[config.mk]
export PLATFORM = sky130hd
export DESIGN_NAME = if_fetch_stage_flat
export DESIGN_NICKNAME = d
export VERILOG_FILES = /design/src/rtl/if_fetch_stage_pkg.sv /design/src/rtl/if_fetch_stage_if.sv /design/src/rtl/if_fetch_stage_skid.sv /design/src/rtl/if_fetch_stage.sv /design/src/flat_wrapper.sv
export SDC_FILE = /design/constraint.sdc
export NUM_CORES = 1
export LEC_CHECK = 0
export BUFFER_PORTS_ARGS = -buffer_cell sky130_fd_sc_hd__buf_2
export CAP_MARGIN = 10
export CORE_MARGIN = 4
export CORE_UTILIZATION = 50
export DETAILED_ROUTE_END_ITERATION = 6
export PLACE_DENSITY = 0.76
export SETUP_SLACK_MARGIN = 0.5
export SYNTH_ARGS = -nofsm -noshare
export SYNTH_HDL_FRONTEND = slang
export SYNTH_SLANG_ARGS = --single-unit
[constraint.sdc]
create_clock -name clk -period 1.5 [get_ports clk]
set_input_delay 0.3 -clock clk [delete_from_list [all_inputs] [get_ports clk]]
set_output_delay 0.3 -clock clk [all_outputs]
set_load 0.1 [all_outputs]
[src/rtl/if_fetch_stage_pkg.sv]
// Shared pipeline definitions for the fetch stage and the stages downstream of it.
// Holds the bubble word, halt opcode, opcode field position and the IF/ID bundle.
package if_fetch_stage_pkg;

  localparam int PC_WIDTH    = 32;
  localparam int INSTR_WIDTH = 32;

  localparam logic [31:0] NOP_INSTR   = 32'h00000013;
  localparam logic [6:0]  HALT_OPCODE = 7'b1111111;

  localparam int OPCODE_LSB = 0;
  localparam int OPCODE_MSB = 6;

  typedef struct packed {
    logic [INSTR_WIDTH-1:0] instr;
    logic [PC_WIDTH-1:0]    pc;
    logic                   valid;
  } ifid_t;

endpackage

[src/rtl/if_fetch_stage_if.sv]
// Fetch-stage bus: PC/hazard inputs, instruction memory port and IF/ID outputs.
// The fetch stage takes the master side, its environment the slave side.
interface if_fetch_stage_if #(
  parameter int pc_width    = 32,
  parameter int instr_width = 32
);

  logic [pc_width-1:0]    pc_in;
  logic                   stall;
  logic                   flush;
  logic [instr_width-1:0] imem_rdata;
  logic [pc_width-1:0]    imem_addr;
  logic                   imem_en;
  logic                   pc_hold;
  logic [instr_width-1:0] ifid_instr;
  logic [pc_width-1:0]    ifid_pc;
  logic                   ifid_valid;
  logic [6:0]             opcode;
  logic                   halt;

  modport master (
    input  pc_in, stall, flush, imem_rdata,
    output imem_addr, imem_en, pc_hold, ifid_instr, ifid_pc, ifid_valid, opcode, halt
  );

  modport slave (
    output pc_in, stall, flush, imem_rdata,
    input  imem_addr, imem_en, pc_hold, ifid_instr, ifid_pc, ifid_valid, opcode, halt
  );

endinterface

[src/rtl/if_fetch_stage_skid.sv]
// One-entry holding register for a fetched word that arrives while IF/ID is stalled.
// Clear has priority over load.
module fetch_skid_buf #(
  parameter int pc_width    = 32,
  parameter int instr_width = 32
) (
  input  logic                   clk,
  input  logic                   rst_n,
  input  logic                   load,
  input  logic                   clear,
  input  logic [instr_width-1:0] d_instr,
  input  logic [pc_width-1:0]    d_pc,
  output logic [instr_width-1:0] q_instr,
  output logic [pc_width-1:0]    q_pc,
  output logic                   q_valid
);

  always_ff @(posedge clk or negedge rst_n) begin
    if (!rst_n) begin
      q_valid <= 1'b0;
      q_instr <= '0;
      q_pc    <= '0;
    end else if (clear) begin
      q_valid <= 1'b0;
    end else if (load) begin
      q_valid <= 1'b1;
      q_instr <= d_instr;
      q_pc    <= d_pc;
    end
  end

endmodule

[src/rtl/if_fetch_stage.sv]
// Instruction fetch stage: issues 1-cycle-latency imem reads for pc_in and fills IF/ID,
// with stall, flush, a one-entry skid buffer and a sticky halt on HALT_OPCODE.
module if_fetch_stage
  import if_fetch_stage_pkg::*;
#(
  parameter int pc_width    = PC_WIDTH,
  parameter int instr_width = INSTR_WIDTH
) (
  input  logic                clk,
  input  logic                pc_rst_n,
  if_fetch_stage_if.master    bus
);

  localparam logic [instr_width-1:0] NOP_WORD = instr_width'(NOP_INSTR);

  logic                   req_q;
  logic [pc_width-1:0]    req_pc_q;
  logic [instr_width-1:0] ifid_instr_q;
  logic [pc_width-1:0]    ifid_pc_q;
  logic                   ifid_valid_q;
  logic                   halt_q;

  logic                   skid_valid;
  logic [instr_width-1:0] skid_instr;
  logic [pc_width-1:0]    skid_pc;
  logic                   skid_load;
  logic                   skid_clear;

  logic                   load_en;
  logic [instr_width-1:0] load_instr;
  logic [pc_width-1:0]    load_pc;
  logic                   fetch_en;

  assign fetch_en       = !halt_q && !bus.stall && !skid_valid && pc_rst_n;
  assign bus.imem_en    = fetch_en;
  assign bus.imem_addr  = bus.pc_in;
  assign bus.pc_hold    = bus.stall | skid_valid | halt_q;
  assign bus.ifid_instr = ifid_instr_q;
  assign bus.ifid_pc    = ifid_pc_q;
  assign bus.ifid_valid = ifid_valid_q;
  assign bus.opcode     = ifid_instr_q[OPCODE_MSB:OPCODE_LSB];
  assign bus.halt       = halt_q;

  // Pick what IF/ID would load on a free edge: the parked skid word first, then the live read.
  always_comb begin
    load_en    = 1'b0;
    load_instr = skid_instr;
    load_pc    = skid_pc;
    skid_load  = !bus.flush && !halt_q && bus.stall && req_q && !skid_valid;
    skid_clear = bus.flush || (skid_valid && !bus.stall && !halt_q);
    if (!bus.flush && !halt_q && !bus.stall) begin
      if (skid_valid) begin
        load_en = 1'b1;
      end else if (req_q) begin
        load_en    = 1'b1;
        load_instr = bus.imem_rdata;
        load_pc    = req_pc_q;
      end
    end
  end

  always_ff @(posedge clk or negedge pc_rst_n) begin
    if (!pc_rst_n) begin
      req_q    <= 1'b0;
      req_pc_q <= '0;
    end else begin
      req_q    <= fetch_en && !bus.flush;
      req_pc_q <= bus.pc_in;
    end
  end

  // Once halted, IF/ID keeps the halt word until a flush; stall then changes nothing.
  always_ff @(posedge clk or negedge pc_rst_n) begin
    if (!pc_rst_n) begin
      ifid_instr_q <= NOP_WORD;
      ifid_pc_q    <= '0;
      ifid_valid_q <= 1'b0;
      halt_q       <= 1'b0;
    end else if (bus.flush) begin
      ifid_instr_q <= NOP_WORD;
      ifid_valid_q <= 1'b0;
    end else if (halt_q || bus.stall) begin
      ifid_instr_q <= ifid_instr_q;
    end else if (load_en) begin
      ifid_instr_q <= load_instr;
      ifid_pc_q    <= load_pc;
      ifid_valid_q <= 1'b1;
      if (load_instr[OPCODE_MSB:OPCODE_LSB] == HALT_OPCODE) begin
        halt_q <= 1'b1;
      end
    end else begin
      ifid_instr_q <= NOP_WORD;
      ifid_valid_q <= 1'b0;
    end
  end

  fetch_skid_buf #(
    .pc_width   (pc_width),
    .instr_width(instr_width)
  ) u_skid (
    .clk    (clk),
    .rst_n  (pc_rst_n),
    .load   (skid_load),
    .clear  (skid_clear),
    .d_instr(bus.imem_rdata),
    .d_pc   (req_pc_q),
    .q_instr(skid_instr),
    .q_pc   (skid_pc),
    .q_valid(skid_valid)
  );

endmodule

[src/flat_wrapper.sv]
// flat-port wrapper written by rule: the top's interface ports become plain ports
module if_fetch_stage_flat import if_fetch_stage_pkg::*;
#(
  parameter int pc_width    = PC_WIDTH,
  parameter int instr_width = INSTR_WIDTH
)
  (clk, pc_rst_n, bus_pc_in, bus_stall, bus_flush, bus_imem_rdata, bus_imem_addr, bus_imem_en, bus_pc_hold, bus_ifid_instr, bus_ifid_pc, bus_ifid_valid, bus_opcode, bus_halt);
  if_fetch_stage_if #(.pc_width(pc_width), .instr_width(instr_width)) bus_i ();
  input  logic clk;
  input  logic pc_rst_n;
  input wire logic [$bits(bus_i.pc_in)-1:0] bus_pc_in;
  input wire logic [$bits(bus_i.stall)-1:0] bus_stall;
  input wire logic [$bits(bus_i.flush)-1:0] bus_flush;
  input wire logic [$bits(bus_i.imem_rdata)-1:0] bus_imem_rdata;
  output wire logic [$bits(bus_i.imem_addr)-1:0] bus_imem_addr;
  output wire logic [$bits(bus_i.imem_en)-1:0] bus_imem_en;
  output wire logic [$bits(bus_i.pc_hold)-1:0] bus_pc_hold;
  output wire logic [$bits(bus_i.ifid_instr)-1:0] bus_ifid_instr;
  output wire logic [$bits(bus_i.ifid_pc)-1:0] bus_ifid_pc;
  output wire logic [$bits(bus_i.ifid_valid)-1:0] bus_ifid_valid;
  output wire logic [$bits(bus_i.opcode)-1:0] bus_opcode;
  output wire logic [$bits(bus_i.halt)-1:0] bus_halt;
  assign bus_i.pc_in = bus_pc_in;
  assign bus_i.stall = bus_stall;
  assign bus_i.flush = bus_flush;
  assign bus_i.imem_rdata = bus_imem_rdata;
  assign bus_imem_addr = bus_i.imem_addr;
  assign bus_imem_en = bus_i.imem_en;
  assign bus_pc_hold = bus_i.pc_hold;
  assign bus_ifid_instr = bus_i.ifid_instr;
  assign bus_ifid_pc = bus_i.ifid_pc;
  assign bus_ifid_valid = bus_i.ifid_valid;
  assign bus_opcode = bus_i.opcode;
  assign bus_halt = bus_i.halt;
  if_fetch_stage #(.pc_width(pc_width), .instr_width(instr_width)) u_core (.clk(clk), .pc_rst_n(pc_rst_n), .bus(bus_i));
endmodule
==> results of run 1 <==
==> layer usage <==
layer	track usage	vias to the layer above	wire length, µm
met2	0.4065	186	10660
li1	-	2209	-
met1	0.2863	2524	7690
met5	0	-	0
met3	0.05446	48	975
met4	0.1032	0	566
==> final timing paths <==
check,cells after the start,end
min reg2reg,1,u_core.u_skid.q_pc[11]
min in group asynchronous,3,u_core.u_skid.q_pc[16]
max reg2reg,8,u_core.bus.ifid_pc[1]
min,1,u_core.req_pc_q[1]
max in group asynchronous,3,u_core.bus.ifid_instr[1]
max,4,bus_imem_en
==> cell usage in the layout (no fill, tap or decap), types with 3 or more instances in the layout <==
master	netlist	final
mux2_2	15	15
buf_16	0	10
o21ai_1	16	26
dfrtp_4	0	5
dlygate4sd3_1	0	32
a21oi_1	3	3
clkinv_4	0	4
o21ai_2	0	3
mux2i_2	0	4
bufbuf_16	0	6
dfstp_4	0	3
mux2_4	49	49
dfrtp_1	161	98
buf_12	0	90
o221ai_1	25	10
inv_6	0	4
nand2_1	91	89
o21ai_0	23	9
buf_6	10	8
buf_4	43	23
buf_2	6	98
mux2i_1	39	30
clkinvlp_4	0	5
o221ai_2	0	15
mux2i_4	0	5
nor2_1	9	6
dfrtp_2	0	58
clkbuf_16	0	21
==> power by group through the flow <==
stage / Combinational (W) / Clock [W] / Sequential, W
floorplan: 0.00145 / 0 / 0.00759
global placement: 0.00409 / 0 / 0.00567
detailed placement: 0.00418 / 0 / 0.00570
CTS: 0.00500 / 0.00444 / 0.00579
global route: 0.00557 / 0.00470 / 0.00597
finish: 0.00536 / 0.00444 / 0.00590
==> cell type report <==
class | instances | share of cell area
clock buffers | 17 | 0.03880
repair buffers | 272 | 0.3156
well taps | 176 | 0.02008
flip-flops and latches | 164 | 0.3840
clock inverters | 15 | 0.01563
inverters | 1 | 0.0006846
multi-input cells | 283 | 0.2252
==> timing repair <==
item,CTS,global route
resized for setup,251,85
endpoints found under the setup margin,239,342
buffers inserted,9,14
hold endpoints to repair,192,0
pin swaps,2,6
hold buffers,32,0
gates cloned,15,8
==> state kept, by name, summed over array words and instances, names as in the netlist <==
register,cells
u_core.bus.ifid_instr,32
u_core.bus.ifid_pc,32
u_core.req_pc_q,32
u_core.bus.halt,1
u_core.u_skid.q_instr,32
u_core.u_skid.q_valid,1
u_core.u_skid.q_pc,32
u_core.req_q,1
u_core.bus.ifid_valid,1
==> critical path, stage by stage (launching register included) <==
cell	delay, ns
dfrtp_4	0.48
buf_6	0.13
nor2_4	0.08
and3_4	0.23
buf_12	0.18
==> per-stage QoR <==
step	cell area [µm²]	hold WS, ns	std cells	worst slack (ns)
2_1_floorplan	7020	0.004409	515	-0.06597
3_3_place_gp	7985	0.3530	818	0.003890
3_5_place_dp	7985	0.3545	818	-0.05202
4_1_cts	10390	0.002753	906	-0.3229
5_1_grt	10970	0.007622	928	-0.3552
6_report	10970	0.02227	928	-0.3152
==> cell families after synthesis <==
logic type / count (synthesis)
AOI/OAI and AO/OA: 69
DFF: 164
and+or+nand+nor: 110
buffers and inverters: 69
muxes: 103
==> impl_results.html, run 1 <==
<table>
<tr><th>Metric</th><th>Value</th></tr>
<tr><th colspan="2">Worst setup path</th></tr>
<tr><td>CP required</td><td>1.20 ns</td></tr>
<tr><td>Worst reg-to-reg setup slack</td><td>-0.25 ns</td></tr>
<tr><td>Critical path class</td><td>flip-flop to output port</td></tr>
<tr><td>CP max FO</td><td>2</td></tr>
<tr><td>Critical Path Source Type</td><td>flip-flop</td></tr>
<tr><td>Worst flop-to-flop path startpoint</td><td>u_core.bus.halt</td></tr>
<tr><td>Kind of end point of the critical path</td><td>output port</td></tr>
<tr><td>Start point of the critical path</td><td>u_core.bus.halt</td></tr>
<tr><td>Critical path arrival</td><td>1.52 ns</td></tr>
<tr><th colspan="2">GRT</th></tr>
<tr><td>Aggregate global routing overflow</td><td>0</td></tr>
<tr><td>Overall Global Routing Usage</td><td>0.2370</td></tr>
<tr><td>Vias in the first global route</td><td>5404</td></tr>
<tr><td>Initial antenna violation count</td><td>0</td></tr>
<tr><td>Maximum number of pins on one net before global-route repair</td><td>between 100 and 150</td></tr>
<tr><td>First-pass GRT wire length</td><td>28990 µm</td></tr>
<tr><th colspan="2">Timing</th></tr>
<tr><td>Final critical-path share of the clock period</td><td>1.210</td></tr>
<tr><td>Achievable frequency</td><td>~550 MHz</td></tr>
<tr><td>Remaining max-slew budget at the tightest pin</td><td>0.6372</td></tr>
<tr><td>PnR worst setup slack</td><td>-0.3152 ns</td></tr>
<tr><td>Unrepaired setup endpoints after global routing</td><td>yes</td></tr>
<tr><td>Max Transition Viols Final</td><td>0</td></tr>
<tr><td>Final Hold Viols</td><td>0</td></tr>
<tr><td>Measured slew at the worst slew-check pin</td><td>0.5422 ns</td></tr>
<tr><td>Final setup violating endpoints</td><td>139</td></tr>
<tr><td>Worst clock skew</td><td>0.009303 ns</td></tr>
<tr><td>Aggregate negative setup slack</td><td>-22.68 ns</td></tr>
<tr><td>Clock period minus worst slack</td><td>roughly 1.8 ns</td></tr>
<tr><th colspan="2">Detailed routing</th></tr>
<tr><td>1st-iter DRT viols</td><td>411</td></tr>
<tr><td>Detail-routed via count per cell</td><td>roughly 5.4</td></tr>
<tr><td>Post-detailed-routing wire length</td><td>approximately 20000 µm</td></tr>
<tr><td>Total DRC errors in the routed layout</td><td>0</td></tr>
<tr><td>Routed vias</td><td>4967</td></tr>
<tr><td>Routed WL per cell</td><td>21.44 µm</td></tr>
<tr><td>First-pass iteration count of the detailed router</td><td>5</td></tr>
<tr><td>Post-route ant nets</td><td>0</td></tr>
<tr><th colspan="2">Status</th></tr>
<tr><td>Failing checks</td><td>negative setup slack</td></tr>
<tr><td>Result of the run</td><td>complete, but fails checks</td></tr>
<tr><th colspan="2">Floorplanning</th></tr>
<tr><td>Width of the die</td><td>124.6 µm</td></tr>
<tr><td>Initial cell density of the core</td><td>0.5113</td></tr>
<tr><td>Number of placed I/O pins</td><td>about 180</td></tr>
<tr><td>Die Y</td><td>124.6 µm</td></tr>
<tr><td>Total core area</td><td>around 13000 µm²</td></tr>
<tr><td>Die Footprint</td><td>15530 µm²</td></tr>
<tr><td>Site row count</td><td>42</td></tr>
<tr><th colspan="2">Placement</th></tr>
<tr><td>Final weighted congestion in routability-driven placement</td><td>0.7683</td></tr>
<tr><td>Post-detailed-placement half-perimeter wirelength</td><td>9822 µm</td></tr>
<tr><td>Number of I/O port buffers</td><td>174</td></tr>
<tr><th colspan="2">Cells and area</th></tr>
<tr><td>FF+latch area</td><td>4210 µm²</td></tr>
<tr><td>Final net count</td><td>between 800 and 900</td></tr>
<tr><td>FILL cells</td><td>646</td></tr>
<tr><td>P&amp;R area growth vs syn</td><td>61.31%</td></tr>
<tr><td>Multi-input combinational cell area</td><td>about 2500 µm²</td></tr>
<tr><td>Ratio of cells with drive above 1 in the final layout</td><td>0.5904</td></tr>
<tr><td>Diode count</td><td>0</td></tr>
<tr><td>Post-route core utilization</td><td>0.8248</td></tr>
<tr><th colspan="2">Synth</th></tr>
<tr><td>Post-synthesis xor/xnor area fraction</td><td>0</td></tr>
<tr><td>Fraction of post-synthesis cell area in the top cell type by area</td><td>0.5927</td></tr>
<tr><td>Synthesized instance count</td><td>515</td></tr>
<tr><td>Flip-flop and latch count after synthesis</td><td>164</td></tr>
<tr><td>Synthesized area per cell</td><td>13.20 µm²</td></tr>
<tr><td>Share of flip-flops with an asynchronous set or reset after synthesis</td><td>1.000</td></tr>
<tr><td>Net Count, Synth</td><td>583</td></tr>
<tr><td>Most common cell in the synthesized netlist</td><td>dfrtp_1</td></tr>
<tr><td>Leading cell types by count after synthesis</td><td>161 x dfrtp_1, 91 x nand2_1, 49 x mux2_4, 43 x buf_4, 39 x mux2i_1</td></tr>
<tr><td>Post-Synth Simple-Gate Area</td><td>0.06589</td></tr>
<tr><td>Top area cells in the synthesized netlist</td><td>dfrtp_1 59%, mux2_4 11%, mux2i_1 5.7%, nand2_1 5.0%, buf_4 4.7%</td></tr>
<tr><td>Cell taking the most area after synthesis</td><td>dfrtp_1</td></tr>
<tr><td>Unique masters post-synth</td><td>26</td></tr>
<tr><td>Yosys warnings</td><td>0</td></tr>
<tr><td>Synthesized-area fraction occupied by ao, oa, aoi and oai cells</td><td>0.06534</td></tr>
<tr><td>EDFF count, synth</td><td>0</td></tr>
<tr><td>Synth Cell Area</td><td>6798 µm²</td></tr>
<tr><td>Multiplexer area fraction after synthesis</td><td>0.1905</td></tr>
<tr><td>Adder and majority cell fraction of the synthesized area</td><td>0</td></tr>
<tr><td>Proportion of synthesized chip area in sequential cells</td><td>0.6043</td></tr>
<tr><td>Most used flip-flop cell after synthesis</td><td>dfrtp_1</td></tr>
<tr><td>Main combinational cell family by area after synthesis</td><td>multiplexers</td></tr>
<tr><th colspan="2">Hold path</th></tr>
<tr><td>Worst min-delay path startpoint</td><td>bus_pc_in[1]</td></tr>
<tr><td>Worst hold path class</td><td>input pin to flip-flop</td></tr>
<tr><th colspan="2">Clocking</th></tr>
<tr><td>CTS tree</td><td>built</td></tr>
<tr><td>Maximum clock insertion buffer count</td><td>2</td></tr>
<tr><td>Clk pin slew, worst setup/hold paths</td><td>0.07 ns</td></tr>
<tr><td>Source-to-sink clock delay at the later pin of the worst-skew pair</td><td>roughly 0.43 ns</td></tr>
<tr><td>Number of clock sinks seen by CTS</td><td>roughly 160</td></tr>
<tr><td>Root buffer cell</td><td>clkbuf_16</td></tr>
<tr><td>Total CTS buffers</td><td>17</td></tr>
<tr><td>H-tree levels</td><td>4</td></tr>
<tr><th colspan="2">Power and ir drop</th></tr>
<tr><td>Max VDD drop</td><td>1339 µV</td></tr>
<tr><td>PD cells</td><td>1432 nW/µm²</td></tr>
<tr><td>Total power</td><td>0.01570 W</td></tr>
<tr><td>Switching power share of the total</td><td>0.3733</td></tr>
<tr><td>Clock network power share</td><td>0.283</td></tr>
<tr><td>Net switching power of the design</td><td>slightly below 0.006 W</td></tr>
<tr><td>Seq pwr share</td><td>0.376</td></tr>
<tr><td>Leakage power</td><td>between 5 and 6 nW</td></tr>
<tr><td>Power share of the combinational group</td><td>0.342</td></tr>
<tr><td>Int Power</td><td>0.009839 W</td></tr>
<tr><th colspan="2">Job</th></tr>
<tr><td>Max cap viols</td><td>0</td></tr>
</table>
No activity file was read; power rests on OpenSTA's default activity.
==> run 2, diff against run 1 <==
CORE_MARGIN = default   (was 4)
==> run 2 against run 1 <==
  * The run ends with negative hold slack, negative setup slack left
  * Count of clock-buffer cells in the layout did not move
  * Highest routed layer unchanged
  * Sequential share of layout area fell by 1.2 points
  * Design area rose by 3.1%
  * Global-route usage rose by 2.8 points
  * Worst hold slack got worse by 0.024 ns
  * Setup slack improved by 0.051 ns
  * Utilization rose by 2.9 points
  * First-iteration DRC count fell by 18%
  * Die area fell by 9.4%
==> impl_results.html, run 2 (synthesis gave the netlist of run 1 again) <==
<table>
<tr><th>Metric</th><th>Value</th></tr>
<tr><th colspan="2">Cells and area</th></tr>
<tr><td>Post-route core utilization</td><td>0.8536 (was 0.8248)</td></tr>
<tr><td>Diode count</td><td>0 (unchanged)</td></tr>
<tr><td>Final Non-Filler Cells</td><td>932 (was 928)</td></tr>
<tr><td>Ratio of cells with drive above 1 in the final layout</td><td>0.6389 (was 0.5904)</td></tr>
<tr><td>P&amp;R area growth vs syn</td><td>66.30% (was 61.31%)</td></tr>
<tr><td>Final net count</td><td>811 (was 807)</td></tr>
<tr><td>Commonest non-fill, non-tap cell in the layout</td><td>dfrtp_1</td></tr>
<tr><td>Most used cells in the layout excluding fill and tap cells</td><td>98 x dfrtp_1, 89 x buf_12, 75 x nand2_1 (was 98 x buf_2, 98 x dfrtp_1, 90 x buf_12)</td></tr>
<tr><th colspan="2">Floorplanning</th></tr>
<tr><td>Die Footprint</td><td>14070 µm² (was 15530 µm²)</td></tr>
<tr><td>Number of placed I/O pins</td><td>175 (unchanged)</td></tr>
<tr><td>Total core area</td><td>13240 µm² (was 13300 µm²)</td></tr>
<tr><td>Site row count</td><td>42 (unchanged)</td></tr>
<tr><td>Width of the die</td><td>118.6 µm (was 124.6 µm)</td></tr>
<tr><td>Die Y</td><td>118.6 µm (was 124.6 µm)</td></tr>
<tr><td>Initial cell density of the core</td><td>0.5133 (was 0.5113)</td></tr>
<tr><th colspan="2">Timing</th></tr>
<tr><td>Final Hold Viols</td><td>1 (was 0)</td></tr>
<tr><td>Worst clock skew</td><td>0.005766 ns (was 0.009303 ns)</td></tr>
<tr><td>Remaining max-slew budget at the tightest pin</td><td>0.4132 (was 0.6372)</td></tr>
<tr><td>Achievable frequency</td><td>566.7 MHz (was 550.9 MHz)</td></tr>
<tr><td>Final setup violating endpoints</td><td>139 (unchanged)</td></tr>
<tr><td>Post-route worst hold slack</td><td>-0.001837 ns (was 0.02227 ns)</td></tr>
<tr><td>Measured slew at the worst slew-check pin</td><td>0.8802 ns (was 0.5422 ns)</td></tr>
<tr><td>PnR worst setup slack</td><td>-0.2645 ns (was -0.3152 ns)</td></tr>
<tr><td>Max Transition Viols Final</td><td>0 (unchanged)</td></tr>
<tr><td>Clock period minus worst slack</td><td>1.765 ns (was 1.815 ns)</td></tr>
<tr><td>Aggregate negative setup slack</td><td>-23.63 ns (was -22.68 ns)</td></tr>
<tr><td>Final critical-path share of the clock period</td><td>1.176 (was 1.210)</td></tr>
<tr><td>Unrepaired setup endpoints after global routing</td><td>yes (unchanged)</td></tr>
<tr><th colspan="2">Worst setup path</th></tr>
<tr><td>Kind of end point of the critical path</td><td>output port (unchanged)</td></tr>
<tr><td>Critical path arrival</td><td>1.46 ns (was 1.52 ns)</td></tr>
<tr><td>Longest individual stage delay on the worst path</td><td>0.50 ns (was 0.48 ns)</td></tr>
<tr><td>CP required</td><td>1.20 ns (about the same)</td></tr>
<tr><td>Critical Path Source Type</td><td>flip-flop (unchanged)</td></tr>
<tr><td>Buf+Inv Stages, Crit Path</td><td>2 (unchanged)</td></tr>
<tr><td>Critical path class</td><td>flip-flop to output port (unchanged)</td></tr>
<tr><td>Cells traversed along the worst timing path</td><td>nor2_4 &gt; buf_4 &gt; nand2_2 &gt; buf_12 (was buf_6 &gt; nor2_4 &gt; and3_4 &gt; buf_12)</td></tr>
<tr><td>Category of cells accounting for the largest share of critical-path delay</td><td>flip-flops (unchanged)</td></tr>
<tr><td>CP max FO</td><td>3 (was 2)</td></tr>
<tr><td>Slowest stage cell, crit path</td><td>dfrtp_4 (unchanged)</td></tr>
<tr><th colspan="2">GRT</th></tr>
<tr><td>Overall Global Routing Usage</td><td>0.2646 (was 0.2370)</td></tr>
<tr><td>Vias in the first global route</td><td>5280 (was 5404)</td></tr>
<tr><td>Aggregate global routing overflow</td><td>0 (unchanged)</td></tr>
<tr><td>Maximum number of pins on one net before global-route repair</td><td>165 (was 104)</td></tr>
<tr><td>First-pass GRT wire length</td><td>28230 µm (was 28990 µm)</td></tr>
<tr><td>Initial antenna violation count</td><td>0 (unchanged)</td></tr>
<tr><th colspan="2">Detailed routing</th></tr>
<tr><td>Detail-routed via count per cell</td><td>5.650 (was 5.352)</td></tr>
<tr><td>1st-iter DRT viols</td><td>336 (was 411)</td></tr>
<tr><td>First-pass iteration count of the detailed router</td><td>4 (was 5)</td></tr>
<tr><td>Routed vias</td><td>5266 (was 4967)</td></tr>
<tr><td>Routed WL per cell</td><td>24.34 µm (was 21.44 µm)</td></tr>
<tr><td>Post-detailed-routing wire length</td><td>22680 µm (was 19900 µm)</td></tr>
<tr><td>Post-route ant nets</td><td>0 (unchanged)</td></tr>
<tr><td>Total DRC errors in the routed layout</td><td>0 (unchanged)</td></tr>
<tr><th colspan="2">Placement</th></tr>
<tr><td>Total instance count after detailed placement</td><td>819 (was 818)</td></tr>
<tr><td>Final weighted congestion in routability-driven placement</td><td>0.7698 (was 0.7683)</td></tr>
<tr><td>Post-detailed-placement half-perimeter wirelength</td><td>9396 µm (was 9822 µm)</td></tr>
<tr><td>Number of I/O port buffers</td><td>174 (unchanged)</td></tr>
<tr><th colspan="2">Clocking</th></tr>
<tr><td>Number of clock sinks seen by CTS</td><td>164 (unchanged)</td></tr>
<tr><td>H-tree levels</td><td>4 (unchanged)</td></tr>
<tr><td>Root buffer cell</td><td>clkbuf_16 (unchanged)</td></tr>
<tr><td>CTS tree</td><td>built (unchanged)</td></tr>
<tr><td>Total CTS buffers</td><td>17 (unchanged)</td></tr>
<tr><td>Maximum clock insertion buffer count</td><td>2 (unchanged)</td></tr>
<tr><td>Source-to-sink clock delay at the later pin of the worst-skew pair</td><td>0.43 ns (about the same)</td></tr>
<tr><td>Clk pin slew, worst setup/hold paths</td><td>0.07 ns (about the same)</td></tr>
<tr><th colspan="2">Hold path</th></tr>
<tr><td>Worst hold path class</td><td>input pin to asynchronous set/reset pin (was input pin to flip-flop)</td></tr>
<tr><th colspan="2">Power and ir drop</th></tr>
<tr><td>PD cells</td><td>1435 nW/µm² (was 1432 nW/µm²)</td></tr>
<tr><td>Max VDD drop</td><td>1339 µV (about the same)</td></tr>
<tr><td>Leakage power</td><td>5.405 nW (was 5.338 nW)</td></tr>
<tr><th colspan="2">Status</th></tr>
<tr><td>Result of the run</td><td>complete, but fails checks (unchanged)</td></tr>
<tr><td>Failing checks</td><td>negative hold slack, negative setup slack (was negative setup slack)</td></tr>
<tr><th colspan="2">Job</th></tr>
<tr><td>Max cap viols</td><td>0 (unchanged)</td></tr>
</table>
## run 2: cell types whose count changed in the layout (fill, tap and decap cells not counted), moves of 8 or more
| cell | change |
|---|---|
| nand2_4 | +11 |
| nand2_1 | -14 |
| o221ai_1 | -8 |
| clkbuf_16 | +8 |
| buf_2 | -32 |
| o21ai_2 | +12 |
| buf_4 | +34 |
## run 2: power breakdown
part / total, W / switching, W / leakage [nW] / internal [W]
Combinational: 0.00568 / 0.00342 / 3.15 / 0.00226
Clock: 0.00454 / 0.00191 / 0.282 / 0.00263
Sequential: 0.00600 / 0.000780 / 1.97 / 0.00522
Total: 0.0162 / 0.00611 / 5.40 / 0.0101
## run 2: path summary, 6_finish.rpt
path / from / end / slack, ns / cells past startpoint
worst max-delay path: u_core.bus.halt / bus_pc_hold / -0.26 / 4
max in group asynchronous: pc_rst_n / u_core.bus.ifid_instr[29] / 0.79 / 2
worst min-delay path: pc_rst_n / u_core.bus.halt / -0.002 / 2
min in group clk: bus_pc_in[1] / u_core.req_pc_q[1] / 0.02 / 1
worst min register to register: u_core.u_skid.q_pc[1] / u_core.u_skid.q_pc[1] / 0.51 / 1
worst max register to register: u_core.bus.halt / u_core.bus.ifid_pc[12] / -0.26 / 8
## run 2: stage by stage
step	power [W]	instance area [µm²]	setup WS [ns]
final	0.01622	11300	-0.2645
after global routing	0.01662	11300	-0.2877
after CTS	0.01536	10230	-0.2139
after detailed placement	0.009844	7968	0.004414
after global placement	0.009720	7968	0.03075
after floorplan	0.009035	7020	-0.06597
## run 2: final cells by class
cell class                      instances  area, µm²
Sequential cell                       164       4210
Timing Repair Buffer                  275       3548
Multi-Input combinational cell        284       2710
Fill cell                             587       1938
Clock buffer                           17      425.4
Tap cell                              176      220.2
Clock inverter                         15      181.4
Inverter                                1      8.758
## run 2: per-layer routing
layer	track usage	vias up	routed length, µm	part of all wire
li1	-	2216	-	-
met1	0.3157	2736	8449	0.37
met2	0.4529	253	12370	0.55
met3	0.06274	61	1064	0.047
met5	0	-	0	0
met4	0.1210	0	796	0.035
## run 2: what timing repair did
item | 4_1_cts | 5_1_grt
endpoints found under the setup margin | 239 | 212
endpoints found under the hold margin | 31 | 0
pin swaps | 6 | 20
gates resized for setup | 283 | 150
hold buffers | 31 | 0
buffers inserted | 10 | 14
gates cloned | 9 | 17
==> run 3, diff against run 2 <==
==> constraint.sdc (replaced) <==
create_clock -name clk -period 1.5 [get_ports clk]
set_input_delay 0.3 -clock clk [delete_from_list [all_inputs] [get_ports clk]]
set_output_delay 0.3 -clock clk [all_outputs]
set_load 0.05 [all_outputs]
==> run 3 against run 2 <==
  * The flow still finishes with violations (negative hold slack, negative setup slack)
  * Critical endpoint is now bus_imem_en
  * Global-route usage shrank 1.5 points
  * Setup slack gained 0.10 ns
  * Total power down 14%
==> impl_results.html, run 3 (synthesis gave the netlist of run 1 again) <==
<table>
<tr><th>Metric</th><th>Value</th></tr>
<tr><th colspan="2">Status</th></tr>
<tr><td>Result of the run</td><td>complete, but fails checks (unchanged)</td></tr>
<tr><td>Failing checks</td><td>negative hold slack, negative setup slack (unchanged)</td></tr>
<tr><th colspan="2">Worst setup path</th></tr>
<tr><td>Slowest stage cell, crit path</td><td>dfrtp_1 (was dfrtp_4)</td></tr>
<tr><td>Worst flop-to-flop path startpoint</td><td>u_core.u_skid.q_valid (was u_core.bus.halt)</td></tr>
<tr><td>Critical path class</td><td>flip-flop to output port (unchanged)</td></tr>
<tr><td>CP max FO</td><td>3 (unchanged)</td></tr>
<tr><td>Cells traversed along the worst timing path</td><td>buf_6 &gt; clkinv_4 &gt; and3_4 &gt; buf_8 (was nor2_4 &gt; buf_4 &gt; nand2_2 &gt; buf_12)</td></tr>
<tr><td>Critical path arrival</td><td>1.36 ns (was 1.46 ns)</td></tr>
<tr><td>Longest individual stage delay on the worst path</td><td>0.41 ns (was 0.50 ns)</td></tr>
<tr><td>Critical Path Source Type</td><td>flip-flop (unchanged)</td></tr>
<tr><td>CP required</td><td>1.20 ns (about the same)</td></tr>
<tr><td>Start point of the critical path</td><td>u_core.u_skid.q_valid (was u_core.bus.halt)</td></tr>
<tr><td>Kind of end point of the critical path</td><td>output port (unchanged)</td></tr>
<tr><th colspan="2">Detailed routing</th></tr>
<tr><td>Post-detailed-routing wire length</td><td>19820 µm (was 22680 µm)</td></tr>
<tr><td>Wl on met1</td><td>8398 µm (was 8449 µm)</td></tr>
<tr><td>Detail-routed via count per cell</td><td>5.357 (was 5.650)</td></tr>
<tr><td>1st-iter DRT viols</td><td>348 (was 336)</td></tr>
<tr><td>Wire length on met3</td><td>803 µm (was 1064 µm)</td></tr>
<tr><td>Post-route ant nets</td><td>0 (unchanged)</td></tr>
<tr><td>Uppermost layer routed</td><td>met4 (unchanged)</td></tr>
<tr><td>Routed WL per cell</td><td>20.75 µm (was 24.34 µm)</td></tr>
<tr><td>Met2 wire length</td><td>10310 µm (was 12370 µm)</td></tr>
<tr><td>Routed vias</td><td>5116 (was 5266)</td></tr>
<tr><td>First-pass iteration count of the detailed router</td><td>5 (was 4)</td></tr>
<tr><td>Total DRC errors in the routed layout</td><td>0 (unchanged)</td></tr>
<tr><th colspan="2">Floorplanning</th></tr>
<tr><td>Total core area</td><td>13240 µm² (unchanged)</td></tr>
<tr><td>Site row count</td><td>42 (unchanged)</td></tr>
<tr><td>Die Y</td><td>118.6 µm (unchanged)</td></tr>
<tr><td>Die Footprint</td><td>14070 µm² (unchanged)</td></tr>
<tr><td>Number of placed I/O pins</td><td>175 (unchanged)</td></tr>
<tr><td>Width of the die</td><td>118.6 µm (unchanged)</td></tr>
<tr><td>Initial cell density of the core</td><td>0.5133 (unchanged)</td></tr>
<tr><th colspan="2">Clocking</th></tr>
<tr><td>Root buffer cell</td><td>clkbuf_16 (unchanged)</td></tr>
<tr><td>H-tree levels</td><td>4 (unchanged)</td></tr>
<tr><td>Source-to-sink clock delay at the later pin of the worst-skew pair</td><td>0.43 ns (about the same)</td></tr>
<tr><td>Maximum clock insertion buffer count</td><td>2 (unchanged)</td></tr>
<tr><td>Clk pin slew, worst setup/hold paths</td><td>0.06 ns (was 0.07 ns)</td></tr>
<tr><td>Number of clock sinks seen by CTS</td><td>164 (unchanged)</td></tr>
<tr><td>CTS tree</td><td>built (unchanged)</td></tr>
<tr><td>Total CTS buffers</td><td>17 (unchanged)</td></tr>
<tr><th colspan="2">Cells and area</th></tr>
<tr><td>P&amp;R area growth vs syn</td><td>54.72% (was 66.30%)</td></tr>
<tr><td>Multi-input combinational cell area</td><td>2587 µm² (was 2710 µm²)</td></tr>
<tr><td>Diode count</td><td>0 (unchanged)</td></tr>
<tr><td>Post-route core utilization</td><td>0.7942 (was 0.8536)</td></tr>
<tr><td>Commonest non-fill, non-tap cell in the layout</td><td>dfrtp_1 (unchanged)</td></tr>
<tr><td>Design area</td><td>10520 µm² (was 11300 µm²)</td></tr>
<tr><td>Ratio of cells with drive above 1 in the final layout</td><td>0.5507 (was 0.6389)</td></tr>
<tr><td>Most used cells in the layout excluding fill and tap cells</td><td>156 x dfrtp_1, 98 x buf_2, 80 x nand2_1 (was 98 x dfrtp_1, 89 x buf_12, 75 x nand2_1)</td></tr>
<tr><td>FF+latch area</td><td>4114 µm² (was 4210 µm²)</td></tr>
<tr><td>Final net count</td><td>834 (was 811)</td></tr>
<tr><td>Final Non-Filler Cells</td><td>955 (was 932)</td></tr>
<tr><td>FILL cells</td><td>743 (was 587)</td></tr>
<tr><th colspan="2">GRT</th></tr>
<tr><td>Vias in the first global route</td><td>5207 (was 5280)</td></tr>
<tr><td>Overall Global Routing Usage</td><td>0.2498 (was 0.2646)</td></tr>
<tr><td>Aggregate global routing overflow</td><td>0 (unchanged)</td></tr>
<tr><td>Maximum number of pins on one net before global-route repair</td><td>165 (unchanged)</td></tr>
<tr><td>First-pass GRT wire length</td><td>26800 µm (was 28230 µm)</td></tr>
<tr><td>Initial antenna violation count</td><td>0 (unchanged)</td></tr>
<tr><th colspan="2">Timing</th></tr>
<tr><td>Unrepaired setup endpoints after global routing</td><td>yes (unchanged)</td></tr>
<tr><td>Achievable frequency</td><td>602.6 MHz (was 566.7 MHz)</td></tr>
<tr><td>Clock period minus worst slack</td><td>1.660 ns (was 1.765 ns)</td></tr>
<tr><td>Remaining max-slew budget at the tightest pin</td><td>0.3759 (was 0.4132)</td></tr>
<tr><td>Worst clock skew</td><td>0.007490 ns (was 0.005766 ns)</td></tr>
<tr><td>Final setup violating endpoints</td><td>131 (was 139)</td></tr>
<tr><td>Final Hold Viols</td><td>3 (was 1)</td></tr>
<tr><td>PnR worst setup slack</td><td>-0.1596 ns (was -0.2645 ns)</td></tr>
<tr><td>Post-route worst hold slack</td><td>-0.01611 ns (was -0.001837 ns)</td></tr>
<tr><td>Measured slew at the worst slew-check pin</td><td>0.9361 ns (was 0.8802 ns)</td></tr>
<tr><td>Final critical-path share of the clock period</td><td>1.106 (was 1.176)</td></tr>
<tr><td>Max Transition Viols Final</td><td>0 (unchanged)</td></tr>
<tr><th colspan="2">Power and ir drop</th></tr>
<tr><td>Total power</td><td>0.01391 W (was 0.01622 W)</td></tr>
<tr><td>Max VDD drop</td><td>1479 µV (was 1339 µV)</td></tr>
<tr><td>Leakage power</td><td>5.369 nW (was 5.405 nW)</td></tr>
<tr><td>PD cells</td><td>1322 nW/µm² (was 1435 nW/µm²)</td></tr>
<tr><th colspan="2">Hold path</th></tr>
<tr><td>Worst hold path class</td><td>input pin to asynchronous set/reset pin (unchanged)</td></tr>
<tr><th colspan="2">Placement</th></tr>
<tr><td>Final weighted congestion in routability-driven placement</td><td>0.7787 (was 0.7698)</td></tr>
<tr><td>Total instance count after detailed placement</td><td>818 (was 819)</td></tr>
<tr><td>Number of I/O port buffers</td><td>174 (unchanged)</td></tr>
<tr><td>Placed cell area</td><td>7831 µm² (was 7968 µm²)</td></tr>
<tr><td>Post-detailed-placement half-perimeter wirelength</td><td>9206 µm (was 9396 µm)</td></tr>
<tr><th colspan="2">Job</th></tr>
<tr><td>Max cap viols</td><td>0 (unchanged)</td></tr>
</table>
run 3: cell count changes in the layout (fill, tap and decap cells not counted), sizes merged:
cell         before  now
buf             230  257
clkinvlp          5    2
bufbuf            2    0
clkinv            5    7
clkbuf           29   28
dlygate4sd3      31   32
inv               3    2
nand3             3    2
o21ai            39   40
run 3: what timing repair did:
item                                    in CTS  in global routing
buffers inserted                            22                 26
endpoints found under the setup margin     207                207
hold endpoints to repair                    32                  0
pin swaps                                    6                 27
gates resized for setup                    175                100
hold buffers                                32                  0
gates cloned                                 8                 17
run 3: metal layers:
metal,vias to the layer above,global-route usage
li1,2256,-
met1,2612,0.3226
met2,220,0.4108
met3,28,0.06081
met4,0,0.08782
met5,-,0
run 3: cell type report:
cell class              instances  area share
well taps                     176     0.02094
flip-flops and latches        164      0.3911
inverters                       1   0.0008327
multi-input cells             284      0.2460
repair buffers                298      0.2850
clock inverters                13     0.01487
clock buffers                  19     0.04116
run 3: final timing paths:
kind                                              to  slack (ns)  cells after the start
setup reg to reg               u_core.bus.ifid_pc[3]       -0.16                      8
min in group clk           u_core.u_skid.q_instr[30]        0.13                      2
hold / removal             u_core.u_skid.q_instr[18]       -0.02                      2
setup / recovery                         bus_imem_en       -0.16                      4
hold reg to reg            u_core.bus.ifid_instr[15]        0.50                      2
max in group asynchronous     u_core.bus.ifid_pc[17]        0.78                      2
run 3: worst max-delay path: cells and delay by family, from the launching register on:
kind | cells | cell delay [ns]
AND/OR/NAND/NOR | 1 | 0.19
flip-flops | 1 | 0.41
buffers and inverters | 3 | 0.32
run 3: through the flow:
stage / TNS (ns) / setup slack, ns
after global routing: -13.59 / -0.1971
final: -8.957 / -0.1596
after floorplan: 0 / 0.04251
after detailed placement: -0.6483 / -0.05328
after global placement: -0.004115 / -0.004115
after CTS: -7.537 / -0.1288
run 3: power by group:
part           internal [W]  total [W]  switching (W)  leakage (nW)
clock network       0.00261    0.00442        0.00180         0.287
registers           0.00517    0.00576       0.000593          2.06
logic               0.00169    0.00373        0.00204          3.02
total               0.00947     0.0139        0.00443          5.37
